===== src/rtl/comp_arb_pkg.sv =====
// Shared types and constants for the two-channel compare arbiter.
//   OP_W    : operand width of the shared comparator
//   state_t : arbiter FSM states
package comp_arb_pkg;

    localparam int unsigned OP_W = 8;

    typedef enum logic [1:0] {
        IDLE = 2'd0,
        CMP  = 2'd1,
        RESP = 2'd2
    } state_t;

endpackage


===== src/rtl/comp_arb_2ch_if.sv =====
// Request/response bundle between two requesters, one consumer and the arbiter.
//   req0_* / req1_* : per-channel valid, operands a/b, ready (ready driven by arbiter)
//   rsp_*           : result valid/ready, owning channel id, gt/lt/eq flags
//   busy            : arbiter not idle
//   cnt0 / cnt1     : completed-response counters (CNT_W bits)
// Modports: slave = arbiter side, master = requester/consumer side.
interface comp_arb_2ch_if #(
    parameter int unsigned CNT_W = 16
);

    logic                             req0_valid;
    logic [comp_arb_pkg::OP_W-1:0]    req0_a;
    logic [comp_arb_pkg::OP_W-1:0]    req0_b;
    logic                             req0_ready;

    logic                             req1_valid;
    logic [comp_arb_pkg::OP_W-1:0]    req1_a;
    logic [comp_arb_pkg::OP_W-1:0]    req1_b;
    logic                             req1_ready;

    logic                             rsp_valid;
    logic                             rsp_ready;
    logic                             rsp_id;
    logic                             rsp_gt;
    logic                             rsp_lt;
    logic                             rsp_eq;

    logic                             busy;
    logic [CNT_W-1:0]                 cnt0;
    logic [CNT_W-1:0]                 cnt1;

    modport slave (
        input  req0_valid, req0_a, req0_b,
        output req0_ready,
        input  req1_valid, req1_a, req1_b,
        output req1_ready,
        input  rsp_ready,
        output rsp_valid, rsp_id, rsp_gt, rsp_lt, rsp_eq,
        output busy, cnt0, cnt1
    );

    modport master (
        output req0_valid, req0_a, req0_b,
        input  req0_ready,
        output req1_valid, req1_a, req1_b,
        input  req1_ready,
        output rsp_ready,
        input  rsp_valid, rsp_id, rsp_gt, rsp_lt, rsp_eq,
        input  busy, cnt0, cnt1
    );

endinterface


===== src/rtl/comp_arb_2ch_comp_8bit.sv =====
// Unsigned magnitude comparator (module comp_8bit), purely combinational.
//   i_a, i_b          : operands
//   o_gt, o_lt, o_eq  : a>b, a<b, a==b (exactly one high)
module comp_8bit
    import comp_arb_pkg::*;
(
    input  logic [OP_W-1:0] i_a,
    input  logic [OP_W-1:0] i_b,
    output logic            o_gt,
    output logic            o_lt,
    output logic            o_eq
);

    assign o_gt = (i_a >  i_b);
    assign o_lt = (i_a <  i_b);
    assign o_eq = (i_a == i_b);

endmodule


===== src/rtl/comp_arb_2ch.sv =====
// Two-channel round-robin arbiter sharing one comparator (IDLE -> CMP -> RESP).
//   clk, rst_n : clock, asynchronous active-low reset
//   bus        : comp_arb_2ch_if.slave (request channels, response, busy, counters)
// reqN_ready is combinational in IDLE; all other outputs are registered.
// Optional feature: define COMP_ARB_STATS_EN to enable saturating per-channel
// response counters; otherwise cnt0/cnt1 are tied to zero.
module comp_arb_2ch
    import comp_arb_pkg::*;
#(
    parameter int unsigned CNT_W = 16
) (
    input  logic           clk,
    input  logic           rst_n,
    comp_arb_2ch_if.slave  bus
);

    state_t          r_state;
    logic            r_last;
    logic            r_id;
    logic [OP_W-1:0] r_a;
    logic [OP_W-1:0] r_b;
    logic            r_gt;
    logic            r_lt;
    logic            r_eq;
    logic            r_rsp_valid;
    logic            r_busy;

    logic            w_any;
    logic            w_gnt_id;
    logic            w_accept;
    logic            w_rsp_hs;
    logic            w_gt;
    logic            w_lt;
    logic            w_eq;

    // Grant: a lone requester wins; on a tie the channel not granted last wins.
    assign w_any    = bus.req0_valid | bus.req1_valid;
    assign w_gnt_id = (bus.req0_valid & bus.req1_valid) ? ~r_last : bus.req1_valid;
    assign w_accept = (r_state == IDLE) & w_any;
    assign w_rsp_hs = (r_state == RESP) & bus.rsp_ready;

    assign bus.req0_ready = w_accept & ~w_gnt_id;
    assign bus.req1_ready = w_accept &  w_gnt_id;

    comp_8bit u_cmp (
        .i_a  (r_a),
        .i_b  (r_b),
        .o_gt (w_gt),
        .o_lt (w_lt),
        .o_eq (w_eq)
    );

    // Arbiter FSM; last-grant resets to 1 so channel 0 wins the first tie.
    always_ff @(posedge clk or negedge rst_n) begin
        if (!rst_n) begin
            r_state     <= IDLE;
            r_last      <= 1'b1;
            r_id        <= 1'b0;
            r_a         <= '0;
            r_b         <= '0;
            r_gt        <= 1'b0;
            r_lt        <= 1'b0;
            r_eq        <= 1'b0;
            r_rsp_valid <= 1'b0;
            r_busy      <= 1'b0;
        end else begin
            case (r_state)
                IDLE: begin
                    if (w_accept) begin
                        r_a     <= w_gnt_id ? bus.req1_a : bus.req0_a;
                        r_b     <= w_gnt_id ? bus.req1_b : bus.req0_b;
                        r_id    <= w_gnt_id;
                        r_last  <= w_gnt_id;
                        r_busy  <= 1'b1;
                        r_state <= CMP;
                    end
                end
                CMP: begin
                    r_gt        <= w_gt;
                    r_lt        <= w_lt;
                    r_eq        <= w_eq;
                    r_rsp_valid <= 1'b1;
                    r_state     <= RESP;
                end
                RESP: begin
                    if (w_rsp_hs) begin
                        r_rsp_valid <= 1'b0;
                        r_busy      <= 1'b0;
                        r_state     <= IDLE;
                    end
                end
                default: begin
                    r_rsp_valid <= 1'b0;
                    r_busy      <= 1'b0;
                    r_state     <= IDLE;
                end
            endcase
        end
    end

    assign bus.rsp_valid = r_rsp_valid;
    assign bus.rsp_id    = r_id;
    assign bus.rsp_gt    = r_gt;
    assign bus.rsp_lt    = r_lt;
    assign bus.rsp_eq    = r_eq;
    assign bus.busy      = r_busy;

`ifdef COMP_ARB_STATS_EN
    logic [CNT_W-1:0] r_cnt0;
    logic [CNT_W-1:0] r_cnt1;

    // Count completed handshakes per owning channel, holding at all-ones.
    always_ff @(posedge clk or negedge rst_n) begin
        if (!rst_n) begin
            r_cnt0 <= '0;
            r_cnt1 <= '0;
        end else if (w_rsp_hs) begin
            if (!r_id && !(&r_cnt0)) r_cnt0 <= r_cnt0 + CNT_W'(1);
            if ( r_id && !(&r_cnt1)) r_cnt1 <= r_cnt1 + CNT_W'(1);
        end
    end

    assign bus.cnt0 = r_cnt0;
    assign bus.cnt1 = r_cnt1;
`else
    assign bus.cnt0 = CNT_W'(0);
    assign bus.cnt1 = CNT_W'(0);
`endif

endmodule


===== src/flat_wrapper.sv =====
// flat-port wrapper written by rule: the top's interface ports become plain ports
module comp_arb_2ch_flat import comp_arb_pkg::*;
#(
    parameter int unsigned CNT_W = 16
)
  (clk, rst_n, bus_req0_valid, bus_req0_a, bus_req0_b, bus_req0_ready, bus_req1_valid, bus_req1_a, bus_req1_b, bus_req1_ready, bus_rsp_ready, bus_rsp_valid, bus_rsp_id, bus_rsp_gt, bus_rsp_lt, bus_rsp_eq, bus_busy, bus_cnt0, bus_cnt1);
  comp_arb_2ch_if #(.CNT_W(CNT_W)) bus_i ();
  input  logic clk;
  input  logic rst_n;
  input wire logic [$bits(bus_i.req0_valid)-1:0] bus_req0_valid;
  input wire logic [$bits(bus_i.req0_a)-1:0] bus_req0_a;
  input wire logic [$bits(bus_i.req0_b)-1:0] bus_req0_b;
  output wire logic [$bits(bus_i.req0_ready)-1:0] bus_req0_ready;
  input wire logic [$bits(bus_i.req1_valid)-1:0] bus_req1_valid;
  input wire logic [$bits(bus_i.req1_a)-1:0] bus_req1_a;
  input wire logic [$bits(bus_i.req1_b)-1:0] bus_req1_b;
  output wire logic [$bits(bus_i.req1_ready)-1:0] bus_req1_ready;
  input wire logic [$bits(bus_i.rsp_ready)-1:0] bus_rsp_ready;
  output wire logic [$bits(bus_i.rsp_valid)-1:0] bus_rsp_valid;
  output wire logic [$bits(bus_i.rsp_id)-1:0] bus_rsp_id;
  output wire logic [$bits(bus_i.rsp_gt)-1:0] bus_rsp_gt;
  output wire logic [$bits(bus_i.rsp_lt)-1:0] bus_rsp_lt;
  output wire logic [$bits(bus_i.rsp_eq)-1:0] bus_rsp_eq;
  output wire logic [$bits(bus_i.busy)-1:0] bus_busy;
  output wire logic [$bits(bus_i.cnt0)-1:0] bus_cnt0;
  output wire logic [$bits(bus_i.cnt1)-1:0] bus_cnt1;
  assign bus_i.req0_valid = bus_req0_valid;
  assign bus_i.req0_a = bus_req0_a;
  assign bus_i.req0_b = bus_req0_b;
  assign bus_req0_ready = bus_i.req0_ready;
  assign bus_i.req1_valid = bus_req1_valid;
  assign bus_i.req1_a = bus_req1_a;
  assign bus_i.req1_b = bus_req1_b;
  assign bus_req1_ready = bus_i.req1_ready;
  assign bus_i.rsp_ready = bus_rsp_ready;
  assign bus_rsp_valid = bus_i.rsp_valid;
  assign bus_rsp_id = bus_i.rsp_id;
  assign bus_rsp_gt = bus_i.rsp_gt;
  assign bus_rsp_lt = bus_i.rsp_lt;
  assign bus_rsp_eq = bus_i.rsp_eq;
  assign bus_busy = bus_i.busy;
  assign bus_cnt0 = bus_i.cnt0;
  assign bus_cnt1 = bus_i.cnt1;
  comp_arb_2ch #(.CNT_W(CNT_W)) u_core (.clk(clk), .rst_n(rst_n), .bus(bus_i));
endmodule

===== config.mk =====
export PLATFORM = sky130hd
export DESIGN_NAME = comp_arb_2ch_flat
export DESIGN_NICKNAME = d
export VERILOG_FILES = /design/src/rtl/comp_arb_pkg.sv /design/src/rtl/comp_arb_2ch_if.sv /design/src/rtl/comp_arb_2ch_comp_8bit.sv /design/src/rtl/comp_arb_2ch.sv /design/src/flat_wrapper.sv
export SDC_FILE = /design/constraint.sdc
export NUM_CORES = 1
export LEC_CHECK = 0
export BUFFER_PORTS_ARGS = -buffer_cell sky130_fd_sc_hd__clkbuf_2
export CAP_MARGIN = 20
export CORE_MARGIN = 4
export CORE_UTILIZATION = 49
export DETAILED_ROUTE_END_ITERATION = 6
export GPL_TIMING_DRIVEN = 0
export HOLD_SLACK_MARGIN = 0.02
export PLACE_DENSITY = 0.84
export SYNTH_ARGS = -nofsm -noshare
export SYNTH_HDL_FRONTEND = slang
export SYNTH_HIERARCHICAL = 1
export SYNTH_SLANG_ARGS = --single-unit
export TNS_END_PERCENT = 20

===== constraint.sdc =====
create_clock -name clk -period 3.2 [get_ports clk]
set_input_delay 0.48 -clock clk [delete_from_list [all_inputs] [get_ports clk]]
set_output_delay 0.48 -clock clk [all_outputs]
set_load 0.05 [all_outputs]

==> metrics.csv, run 1 <==
stage;metric;value;unit
synthesis;Post-synth ARST share;100;%
drt;number of violations reported at the end of detailed-routing iteration 0;34;
placement;final weighted congestion of routability-driven global placement;0.808;
power_and_ir_drop;Pint;952;µW
drt;Final Routed Wirelength;3110;µm
worst_setup_path;Critical Path RT;2720;ps
global_routing;initial antenna violation count;0;
drt;detailed-router iteration count before antenna repair;4;
drt;Met1 Wirelength;1270;µm
cts;clock tree from TritonCTS;built;
placement;setup slack after placement;1280;ps
cts;clock slew seen by the registers of the worst setup and hold paths;130;ps
timing;total negative slack for setup checks;0;ps
worst_setup_path;classification of the worst setup path;reg2out;
floorplanning;die boundary width;64.8;µm
floorplanning;core area;3080;µm²
timing;setup violators final;0;
synthesis;number of flops mapped to enable cells by yosys;0;
timing;count of final max-slew check failures;0;
cts;Max clock buf depth;2;
drt;total vias in the final route;1229;
synthesis;Avg Cell Area, Syn;10.5;µm²
timing;maximum clock frequency;450;MHz
power_and_ir_drop;worst-case vdd ir drop;0.000455;V
global_routing;sum of overflow across all layers after global routing;0;
timing;RSZ-0062 raised after global routing;false;
floorplanning;area of the die;4190;µm²
synthesis;share of the synthesized area in the top cell type;38.0;%
synthesis;synth cell count leaders;32 x sky130_fd_sc_hd__buf_4, 24 x sky130_fd_sc_hd__dfrtp_1, 16 x sky130_fd_sc_hd__a21boi_0, 16 x sky130_fd_sc_hd__a221o_1, 9 x sky130_fd_sc_hd__inv_1;
power_and_ir_drop;overall power consumption;1.73;mW
synthesis;count of distinct cell types in the synthesized netlist;31;
drt;remaining design rule violation count;0;
layout;net count of the finished layout;275;
power_and_ir_drop;Logic pwr share;59.6;%
global_routing;number of global-route vias before repair;1192;
drt;average via count per standard cell;4.50;
synthesis;Post-Syn Area;1580;µm²
drt;met2 layer wire length in the routed design;1620;µm
drt;routed length on met3;179;µm
cts;root buf cell;sky130_fd_sc_hd__clkbuf_4;
global_routing;largest net degree at the start of global routing;26;
cts;H-tree depth;1;
power_and_ir_drop;static power due to leakage;1.10;nW
timing;Hold Fails Final Rpt;0;
layout;diode count;0;
layout;FF/Latch Area;627;µm²
synthesis;cell types with the largest area share after synthesis;sky130_fd_sc_hd__dfrtp_1 38%, sky130_fd_sc_hd__buf_4 15%, sky130_fd_sc_hd__a221o_1 10%;
power_and_ir_drop;fraction of power consumed by sequential logic;32.6;%
layout;fillers;266;
cts;CTS resizes;0;
synthesis;Syn Inst Count;150;
layout;share of post-route cells with drive strength above 1;41.9;%
worst_setup_path;Worst setup SP type;flop;
cts;hold-fix buffers at CTS;0;
power_and_ir_drop;net switching power of the design;779;µW
job;number of max-cap violations;0;
floorplanning;Initial Utilization;51.3;%
global_routing;global-route wire length before repair;5090;µm
floorplanning;Ports;77;
layout;total non-filler cell area in the finished layout;2000;µm²
worst_setup_path;type of element capturing the critical path;output pin;
synthesis;Top FF cell, synth;sky130_fd_sc_hd__dfrtp_1;
power_and_ir_drop;Power Density;867;nW/µm²
worst_setup_path;maximum fanout along the worst path;10;
worst_setup_path;WP data arrival;1740;ps
cts;number of sinks driven by the clock tree;25;
cts;number of setup buffers added after CTS;0;
placement;post-place instance area;1970;µm²
drt;Antenna Nets Post-Route;0;
placement;# port buffers;44;
timing;final period utilization;69.5;%
status;outcome;finished, final reports clean;
timing;clock period minus worst slack;2220;ps
cts;worst-skew pair later-pin latency;310;ps
placement;Detailed Place HPWL;2550;µm
timing;worst slew margin relative to its limit;58.6;%
layout;layout overhead on the synthesized area;26.5;%
floorplanning;height of the die;64.8;µm
synthesis;most area-hungry cell type in the Yosys netlist;sky130_fd_sc_hd__dfrtp_1;
worst_setup_path;launching point of the worst reg2reg path;u_core/r_a[1];
timing;Hold Worst Slack;157;ps
power_and_ir_drop;Clock power frac;7.9;%
floorplanning;Row Count;20;
timing;slew of the pin with the lowest slew margin;621;ps
hold_path;Hold Crit Class;in2async;
synthesis;share of the yosys chip area belonging to registers;39.7;%
synthesis;top-count cell post-synth;sky130_fd_sc_hd__buf_4;
synthesis;number of warnings printed during yosys synthesis;6;
power_and_ir_drop;switching share of power;45.0;%
timing;final setup slack of the worst path;976;ps
global_routing;total track usage;15.8;%
layout;multi-input gate area in the final layout;734;µm²
drt;top layer used by detailed routing;met4;
timing;clock tree skew after final layout;3.88;ps
worst_setup_path;Critical Path Start;u_core/r_state[1];
cts;number of buffers created by CTS;3;
drt;routed wirelength normalized by instance count;11.4;µm
synthesis;Synth Register Bits;25;
## critical path: stages (launching register included)
cell and delay [ps]:
sky130_fd_sc_hd__dfrtp_1 460, sky130_fd_sc_hd__nor2_2 160, sky130_fd_sc_hd__and3_1 160, sky130_fd_sc_hd__buf_2 200, sky130_fd_sc_hd__buf_6 170, sky130_fd_sc_hd__clkbuf_2 280
## worst paths after layout
| check | to | slack, ps | depth (start not counted) |
|---|---|---|---|
| hold / removal | u_core/r_a[3] | 160 | 1 |
| min in group clk | u_core/r_a[6] | 390 | 2 |
| setup / recovery | bus_req1_ready | 980 | 5 |
| setup reg to reg | u_core/bus.rsp_gt | 1580 | 6 |
| hold reg to reg | u_core/bus.rsp_valid | 500 | 1 |
| max in group asynchronous | u_core/r_state[0] | 2640 | 1 |
## layout make-up
class                           count  area share [%]
Multi-Input combinational cell    107            36.8
Sequential cell                    25            31.4
Buffer                             40            15.0
Timing Repair Buffer               44            11.0
Tap cell                           44            2.76
Inverter                            9            1.69
Clock buffer                        4            1.32
## cells by family after synthesis
group	count (synthesis)	share of synthesized area, %
buffers and inverters	49	21.2
AOI/OAI and AO/OA	46	23.5
DFF	25	39.7
and+or+nand+nor	18	6.89
adders and majority gates	8	6.34
muxes	3	2.14
other	1	0.237
## power by group through the flow
stage | Combinational, mW | Clock [mW] | Sequential [mW]
final | 1.03 | 0.137 | 0.564
after global routing | 1.13 | 0.158 | 0.584
after CTS | 1.04 | 0.144 | 0.563
after detailed placement | 1.03 | 0 | 0.570
after global placement | 1.01 | 0 | 0.565
after floorplan | 0.732 | 0 | 0.659
## per-layer routing
layer,vias to the layer above,track usage [%]
met5,-,0
met4,0,5.80
met3,4,2.95
met2,41,28.4
met1,559,18.5
li1,625,-
## layout by cell type (no fill, tap or decap), drive strengths merged, types with 7 or more instances in the layout
cell type,Yosys,routed
inv,9,9
dfrtp,24,24
clkbuf,2,50
a21oi,7,7
a21boi,16,16
a221o,16,16
ha,8,8
conb,1,32
nor2,7,7
buf,38,38
## registers in the layout, indices dropped and copies added, names as in the netlist
register,cells
u_core/r_a,8
u_core/r_b,8
u_core/r_state,2
u_core/bus.busy,1
u_core/bus.rsp_eq,1
u_core/bus.rsp_gt,1
u_core/bus.rsp_id,1
u_core/bus.rsp_lt,1
u_core/bus.rsp_valid,1
u_core/r_last,1
## per-stage QoR
step | utilization [%] | std cells
2_1_floorplan | - | 181
6_report | 64.9 | 273
3_5_place_dp | 64.0 | 269
5_1_grt | 64.9 | 273
3_3_place_gp | 64.0 | 269
4_1_cts | 64.9 | 273
Note: power is estimated with default switching activity, not from simulation.
==> run 2, diff against run 1 <==
Settings changed: ABC_AREA set to 1, CORE_UTILIZATION 49 to 47, PLACE_DENSITY 0.84 to 0.8.
Clock period 3.2 ns to 2.2 ns, I/O delays scaled along.
==> run 2 against run 1 <==
Against the previous run: die area increased by 13%; via count up 20%; clock power grew 99%; sequential share of layout area fell by 2.6 points; highest routed layer unchanged; synthesized cell count is 56% higher; wire length grew 11%; clock skew barely moved; hold slack got worse by 100 ps; first-iteration DRC count grew 130%; clock-buffer cell count decreased by 1; sequential power up 45%; cell area is 9.1% higher.
==> metrics.csv, run 2 <==
stage;metric;value;unit;change
status;outcome;finished, final reports clean;;
synthesis;share of the synthesized area in the top cell type;34.5;%;-3.5 points
hold_path;Hold Crit Class;in2async;;
layout;leading registers by flop count;u_core/r_a: 8 flops, u_core/r_b: 8 flops, u_core/r_state: 2 flops;;
drt;remaining design rule violation count;0;;unchanged
placement;setup slack after placement;508;ps;-775 ps
synthesis;synth cell count leaders;104 x sky130_fd_sc_hd__nand2_1, 33 x sky130_fd_sc_hd__buf_4, 24 x sky130_fd_sc_hd__dfrtp_1;;
placement;placed cell count;354;;+32%
worst_setup_path;type of element capturing the critical path;output pin;;
drt;routed wirelength normalized by instance count;9.59;µm;-16%
drt;Antenna Nets Post-Route;0;;unchanged
synthesis;Synth Register Bits;25;;unchanged
layout;most frequent cells in the layout;104 x sky130_fd_sc_hd__nand2_1, 43 x sky130_fd_sc_hd__clkbuf_2, 33 x sky130_fd_sc_hd__buf_4;;
synthesis;most area-hungry cell type in the Yosys netlist;sky130_fd_sc_hd__dfrtp_1;;
timing;worst slew margin relative to its limit;60.2;%;+1.6 points
worst_setup_path;maximum fanout along the worst path;10;;unchanged
layout;most common library cell in the layout ignoring fill and taps;sky130_fd_sc_hd__nand2_1;;
drt;met2 layer wire length in the routed design;1620;µm;about the same
drt;routed length on met3;271;µm;+51%
placement;post-place instance area;2130;µm²;+8.1%
timing;Hold Fails Final Rpt;0;;unchanged
worst_setup_path;WP data arrival;1640;ps;-100 ps
cts;clock slew seen by the registers of the worst setup and hold paths;90;ps;-40 ps
cts;clock tree from TritonCTS;built;;
timing;final setup slack of the worst path;227;ps;-749 ps
drt;average via count per standard cell;4.12;;-8.5%
timing;maximum clock frequency;507;MHz;
cts;Max clock buf depth;2;;unchanged
global_routing;global-route wire length before repair;5520;µm;+8.4%
floorplanning;core area;3440;µm²;+12%
global_routing;sum of overflow across all layers after global routing;0;;unchanged
worst_setup_path;launching point of the worst reg2reg path;u_core/r_a[1];;
layout;net count of the finished layout;358;;+30%
timing;total negative slack for setup checks;0;ps;unchanged
timing;clock period minus worst slack;1970;ps;
drt;Met1 Wirelength;1530;µm;+20%
timing;setup violators final;0;;unchanged
worst_setup_path;minimum setup slack among reg-to-reg paths;820;ps;-760 ps
timing;count of final max-slew check failures;0;;unchanged
cts;number of sinks driven by the clock tree;25;;unchanged
worst_setup_path;Critical Path RT;1870;ps;-850 ps
placement;Detailed Place HPWL;2830;µm;+11%
timing;Hold Worst Slack;52.6;ps;-104 ps
layout;Util after Layout;63.3;%;-1.6 points
global_routing;initial antenna violation count;0;;unchanged
placement;# port buffers;43;;-2.3%
synthesis;Avg Cell Area, Syn;7.44;µm²;-29%
layout;total non-filler cell area in the finished layout;2180;µm²;+9.1%
synthesis;number of flops mapped to enable cells by yosys;0;;unchanged
synthesis;count of distinct cell types in the synthesized netlist;25;;-19%
cts;number of setup buffers added after CTS;0;;unchanged
drt;number of violations reported at the end of detailed-routing iteration 0;77;;+130%
layout;layout overhead on the synthesized area;25.2;%;
placement;final weighted congestion of routability-driven global placement;0.773;;-4.3%
cts;H-tree depth;1;;unchanged
drt;top layer used by detailed routing;met4;;
global_routing;number of global-route vias before repair;1351;;+13%
synthesis;share of the yosys chip area belonging to registers;36.0;%;-3.7 points
drt;total vias in the final route;1474;;+20%
timing;slew of the pin with the lowest slew margin;597;ps;-24.7 ps
synthesis;Top FF cell, synth;sky130_fd_sc_hd__dfrtp_1;;
floorplanning;height of the die;68.9;µm;+6.3%
cts;worst-skew pair later-pin latency;270;ps;-40 ps
global_routing;total track usage;15.2;%;-0.58 points
floorplanning;Initial Utilization;50.6;%;-0.74 points
worst_setup_path;reg-to-reg critical path endpoint;u_core/bus.rsp_lt;;
cts;number of buffers created by CTS;3;;unchanged
layout;diode count;0;;unchanged
worst_setup_path;depth of the most critical reg-to-reg path;9;;+3
power_and_ir_drop;static power due to leakage;1.37;nW;+25%
floorplanning;Ports;77;;unchanged
synthesis;top-count cell post-synth;sky130_fd_sc_hd__nand2_1;;
cts;CTS resizes;0;;unchanged
layout;number of standard cells in the layout, taps in and fillers out;358;;+31%
floorplanning;Row Count;21;;+5.0%
cts;hold-fix buffers at CTS;0;;unchanged
worst_setup_path;Worst setup SP type;flop;;
timing;RSZ-0062 raised after global routing;false;;
job;number of max-cap violations;0;;unchanged
layout;share of post-route cells with drive strength above 1;32.1;%;-9.9 points
timing;clock tree skew after final layout;4.04;ps;+0.153 ps
worst_setup_path;classification of the worst setup path;reg2out;;
drt;Final Routed Wirelength;3430;µm;+11%
floorplanning;die boundary width;68.9;µm;+6.3%
floorplanning;area of the die;4740;µm²;+13%
cts;root buf cell;sky130_fd_sc_hd__clkbuf_8;;
synthesis;Syn Inst Count;234;;+56%
power_and_ir_drop;worst-case vdd ir drop;0.000364;V;-20%
power_and_ir_drop;Power Density;1200;nW/µm²;+39%
timing;final period utilization;89.7;%;
synthesis;Post-Syn Area;1740;µm²;+10%
drt;detailed-router iteration count before antenna repair;4;;unchanged
synthesis;Post-synth ARST share;100;%;unchanged
synthesis;number of warnings printed during yosys synthesis;6;;unchanged
synthesis;cell types with the largest area share after synthesis;sky130_fd_sc_hd__dfrtp_1 35%, sky130_fd_sc_hd__nand2_1 22%, sky130_fd_sc_hd__buf_4 14%;;
global_routing;largest net degree at the start of global routing;26;;unchanged
power_and_ir_drop;overall power consumption;2.62;mW;+51%
## run 2: cell types whose count changed after synthesis, sizes merged, moves of 3 or more
cell / before / now
nand2: 3 / 108
a21oi: 7 / 3
mux2: 3 / 0
a21boi: 16 / 0
inv: 9 / 18
a221o: 16 / 0
nand3: 0 / 21
## run 2: metal layers
layer	vias up	track usage, %
met3	2	2.11
li1	812	-
met1	610	19.0
met4	0	5.11
met2	50	26.7
met5	-	0
## run 2: final cells by class
cell class,count,area [µm²]
Buffer,39,303
Clock inverter,1,7.51
Fill cell,332,1260
Clock buffer,3,41.3
Tap cell,46,57.6
Timing Repair Buffer,43,215
Sequential cell,25,627
Multi-Input combinational cell,183,860
Inverter,18,67.6
## run 2: critical path, cell delays in order, from the launching register on
cell                       delay (ps)
sky130_fd_sc_hd__dfrtp_1          440
sky130_fd_sc_hd__inv_1            110
sky130_fd_sc_hd__nand2_2          100
sky130_fd_sc_hd__nor2_8           160
sky130_fd_sc_hd__inv_2             60
sky130_fd_sc_hd__buf_6            140
sky130_fd_sc_hd__nor2_1            80
sky130_fd_sc_hd__clkbuf_2         280
## run 2: power by group
part | switching (mW) | internal (mW) | leakage [nW]
Clock | 0.144 | 0.128 | 0.0217
Sequential | 0.136 | 0.683 | 0.309
Combinational | 1.01 | 0.515 | 1.04
Total | 1.29 | 1.33 | 1.37
## run 2: worst max path at each step
stage	start	to	cells past startpoint
after detailed placement	u_core/r_state[0]	bus_req0_ready	7
after global placement	u_core/r_state[0]	bus_req0_ready	7
after floorplan	u_core/r_state[0]	bus_req0_ready	6
final	u_core/r_state[0]	bus_req0_ready	7
after CTS	u_core/r_state[0]	bus_req0_ready	7
after global routing	u_core/r_state[0]	bus_req0_ready	7
## run 2: cell families after synthesis
| group | share of synthesized area, % |
|---|---|
| AOI/OAI and AO/OA | 1.80 |
| adders and majority gates | 5.75 |
| buffers and inverters | 21.3 |
| DFF | 36.0 |
| other | 0.215 |
| and+or+nand+nor | 34.9 |
==> run 3, diff against run 2 <==
--- a/config.mk
+++ b/config.mk
@@ -11,10 +11,9 @@
 export CORE_MARGIN = 4
-export CORE_UTILIZATION = 47
+export CORE_UTILIZATION = 45
 export DETAILED_ROUTE_END_ITERATION = 6
 export GPL_TIMING_DRIVEN = 0
-export HOLD_SLACK_MARGIN = 0.02
-export PLACE_DENSITY = 0.8
+export HOLD_SLACK_MARGIN = 0.06
+export PLACE_DENSITY = 0.79
 export SYNTH_ARGS = -nofsm -noshare
 export SYNTH_HDL_FRONTEND = slang
-export SYNTH_HIERARCHICAL = 1
 export SYNTH_SLANG_ARGS = --single-unit
--- a/constraint.sdc
+++ b/constraint.sdc
@@ -3,2 +3,2 @@
 set_output_delay 0.33 -clock clk [all_outputs]
-set_load 0.05 [all_outputs]
+set_load 0.005 [all_outputs]
==> run 3 against run 2 <==
Against the previous run: combinational power fell by 27%; first-iteration DRC count fell by 23%; sequential power fell by 1%; clock-buffer cell count did not move; largest cell class unchanged; sequential share of layout area rose by 3.0 points; worst setup slack improved by 88 ps; critical endpoint unchanged.
==> metrics.csv, run 3 <==
stage;metric;value;unit;change
status;outcome;finished, final reports clean;;
layout;net count of the finished layout;314;;-12%
synthesis;Syn Inst Count;188;;-20%
placement;Detailed Place HPWL;2670;µm;-5.8%
synthesis;top-count cell post-synth;sky130_fd_sc_hd__nand2_1;;
worst_setup_path;Worst setup SP type;flop;;
placement;setup slack after placement;676;ps;+168 ps
worst_setup_path;depth of the most critical reg-to-reg path;8;;-1
timing;clock tree skew after final layout;8.94;ps;+4.90 ps
cts;clock slew seen by the registers of the worst setup and hold paths;140;ps;+50 ps
timing;total negative slack for setup checks;0;ps;unchanged
cts;root buf cell;sky130_fd_sc_hd__clkbuf_4;;
placement;# port buffers;44;;+2.3%
synthesis;Top FF cell, synth;sky130_fd_sc_hd__dfrtp_1;;
synthesis;Post-Syn Area;1540;µm²;-11%
worst_setup_path;maximum fanout along the worst path;10;;unchanged
drt;Antenna Nets Post-Route;0;;unchanged
synthesis;count of distinct cell types in the synthesized netlist;25;;unchanged
drt;Final Routed Wirelength;3220;µm;-6.2%
timing;count of final max-slew check failures;0;;unchanged
global_routing;global-route wire length before repair;5000;µm;-9.4%
power_and_ir_drop;static power due to leakage;1.16;nW;-15%
floorplanning;Row Count;20;;-4.8%
hold_path;worst hold path cell count;3;;
cts;number of buffers created by CTS;3;;unchanged
layout;layout overhead on the synthesized area;27.8;%;
drt;remaining design rule violation count;0;;unchanged
synthesis;number of warnings printed during yosys synthesis;0;;-6
global_routing;sum of overflow across all layers after global routing;0;;unchanged
floorplanning;area of the die;4430;µm²;-6.6%
synthesis;share of the synthesized area in the top cell type;38.9;%;+4.4 points
layout;leading registers by flop count;u_core.r_a: 8 flops, u_core.r_b: 8 flops, u_core.r_state: 2 flops;;
floorplanning;Ports;77;;unchanged
cts;H-tree depth;1;;unchanged
placement;final weighted congestion of routability-driven global placement;0.831;;+7.5%
floorplanning;core area;3150;µm²;-8.4%
layout;share of post-route cells with drive strength above 1;36.2;%;+4.1 points
synthesis;synth cell count leaders;60 x sky130_fd_sc_hd__nand2_1, 32 x sky130_fd_sc_hd__buf_4, 24 x sky130_fd_sc_hd__dfrtp_1;;
drt;routed wirelength normalized by instance count;10.3;µm;+7.6%
timing;worst slew margin relative to its limit;59.5;%;-0.69 points
timing;Hold Fails Final Rpt;0;;unchanged
worst_setup_path;WP data arrival;1560;ps;-80 ps
cts;number of sinks driven by the clock tree;25;;unchanged
drt;detailed-router iteration count before antenna repair;5;;+1
global_routing;total track usage;14.8;%;-0.37 points
global_routing;number of global-route vias before repair;1253;;-7.3%
floorplanning;height of the die;66.6;µm;-3.3%
cts;worst-skew pair later-pin latency;320;ps;+50 ps
timing;Hold Worst Slack;212;ps;+159 ps
placement;placed cell count;307;;-13%
synthesis;Post-synth ARST share;100;%;unchanged
timing;maximum clock frequency;530;MHz;+4.7%
hold_path;Hold Crit Class;in2reg;;
cts;Max clock buf depth;2;;unchanged
layout;number of standard cells in the layout, taps in and fillers out;312;;-13%
drt;total vias in the final route;1328;;-9.9%
timing;clock period minus worst slack;1890;ps;-87.9 ps
synthesis;most area-hungry cell type in the Yosys netlist;sky130_fd_sc_hd__dfrtp_1;;
worst_setup_path;classification of the worst setup path;reg2out;;
synthesis;cell types with the largest area share after synthesis;sky130_fd_sc_hd__dfrtp_1 39%, sky130_fd_sc_hd__buf_4 16%, sky130_fd_sc_hd__nand2_1 15%;;
synthesis;share of the yosys chip area belonging to registers;40.6;%;+4.6 points
worst_setup_path;Critical Path RT;1870;ps;about the same
timing;RSZ-0062 raised after global routing;false;;
timing;final period utilization;85.7;%;-4.0 points
floorplanning;die boundary width;66.6;µm;-3.3%
job;number of max-cap violations;0;;unchanged
layout;diode count;0;;unchanged
power_and_ir_drop;Power Density;1090;nW/µm²;-9.8%
cts;clock tree from TritonCTS;built;;
layout;most common library cell in the layout ignoring fill and taps;sky130_fd_sc_hd__nand2_1;;
floorplanning;Initial Utilization;48.9;%;-1.6 points
cts;number of setup buffers added after CTS;0;;unchanged
global_routing;initial antenna violation count;0;;unchanged
layout;Util after Layout;62.5;%;-0.75 points
layout;most frequent cells in the layout;60 x sky130_fd_sc_hd__nand2_1, 44 x sky130_fd_sc_hd__clkbuf_2, 32 x sky130_fd_sc_hd__buf_4, 32 x sky130_fd_sc_hd__conb_1, 24 x sky130_fd_sc_hd__dfrtp_1;;
synthesis;number of flops mapped to enable cells by yosys;0;;unchanged
worst_setup_path;type of element capturing the critical path;output pin;;
drt;number of violations reported at the end of detailed-routing iteration 0;59;;-23%
timing;setup violators final;0;;unchanged
global_routing;largest net degree at the start of global routing;26;;unchanged
synthesis;Synth Register Bits;25;;unchanged
drt;average via count per standard cell;4.26;;+3.4%
layout;fillers;307;;-7.5%
synthesis;Avg Cell Area, Syn;8.21;µm²;+10%
power_and_ir_drop;worst-case vdd ir drop;0.000534;V;+47%
timing;slew of the pin with the lowest slew margin;607;ps;+10.4 ps
timing;final setup slack of the worst path;315;ps;+87.9 ps
## run 3: cell count changes after synthesis, moves of 2 or more
| cell | previous run | this run |
|---|---|---|
| sky130_fd_sc_hd__nand2_1 | 104 | 60 |
| sky130_fd_sc_hd__nand2_4 | 2 | 0 |
| sky130_fd_sc_hd__o211ai_1 | 0 | 7 |
| sky130_fd_sc_hd__nor2_1 | 3 | 7 |
| sky130_fd_sc_hd__nand3_1 | 20 | 9 |
| sky130_fd_sc_hd__buf_6 | 4 | 2 |
## run 3: cell type report
type / instances / area, µm² / area share (%)
timing repair buffer: 45 / 230 / 11.7
tap: 44 / 55.1 / 2.79
buffer: 35 / 268 / 13.6
multi-input combinational: 140 / 691 / 35.0
inverter: 19 / 73.8 / 3.74
clock inverter: 1 / 5.00 / 0.254
sequential: 25 / 627 / 31.8
clock buffer: 3 / 22.5 / 1.14
## run 3: kinds of logic (layout without fill, tap and decap cells)
| kind of cell | after synthesis | in the layout | share of synthesized area, % |
|---|---|---|---|
| and+or+nand+nor | 84 | 84 | 22.7 |
| buffers and inverters | 54 | 103 | 22.1 |
| DFF | 25 | 25 | 40.6 |
| AOI/OAI and AO/OA | 16 | 16 | 7.79 |
| adders and majority gates | 8 | 8 | 6.49 |
| other | 1 | 32 | 0.243 |
## run 3: worst max-delay path: stages (launching register included)
cell,delay [ps]
sky130_fd_sc_hd__dfrtp_1,420
sky130_fd_sc_hd__inv_2,80
sky130_fd_sc_hd__nand2_2,80
sky130_fd_sc_hd__inv_2,70
sky130_fd_sc_hd__nand2_2,70
sky130_fd_sc_hd__nor2_4,210
sky130_fd_sc_hd__buf_6,180
sky130_fd_sc_hd__clkbuf_2,120
## run 3: final timing paths
check,to,slack [ps],start
min,u_core.r_a[6],210,bus_req0_a[6]
min reg2reg,u_core.bus.rsp_id,490,u_core.bus.rsp_id
max reg2reg,u_core.r_a[0],890,u_core.r_state[1]
max in group asynchronous,u_core.r_b[3],1270,rst_n
max,bus_req0_ready,310,u_core.r_state[1]
min in group asynchronous,u_core.bus.rsp_lt,530,rst_n
## run 3: metrics by stage
stage          power (mW)  instance area [µm²]
2_1_floorplan        1.63                 1660
3_3_place_gp         1.89                 1930
3_5_place_dp         1.95                 1930
4_1_cts              2.16                 1970
5_1_grt              2.37                 1970
6_report             2.14                 1970
## run 3: timing repair
item,CTS,global route
hold buffers,1,0
gates resized for setup,0,0
hold endpoints to repair,24,0
## run 3: report_power, final
part	switching [mW]	internal, mW	total (mW)
registers	0.113	0.696	0.809
logic	0.647	0.477	1.12
clock network	0.140	0.0680	0.208
## run 3: metal layers
metal	track usage [%]	vias up	routed length, µm
met5	0	-	0
met4	5.33	0	17
met3	2.70	2	262
met2	28.7	47	1650
met1	15.6	592	1290
li1	-	687	-
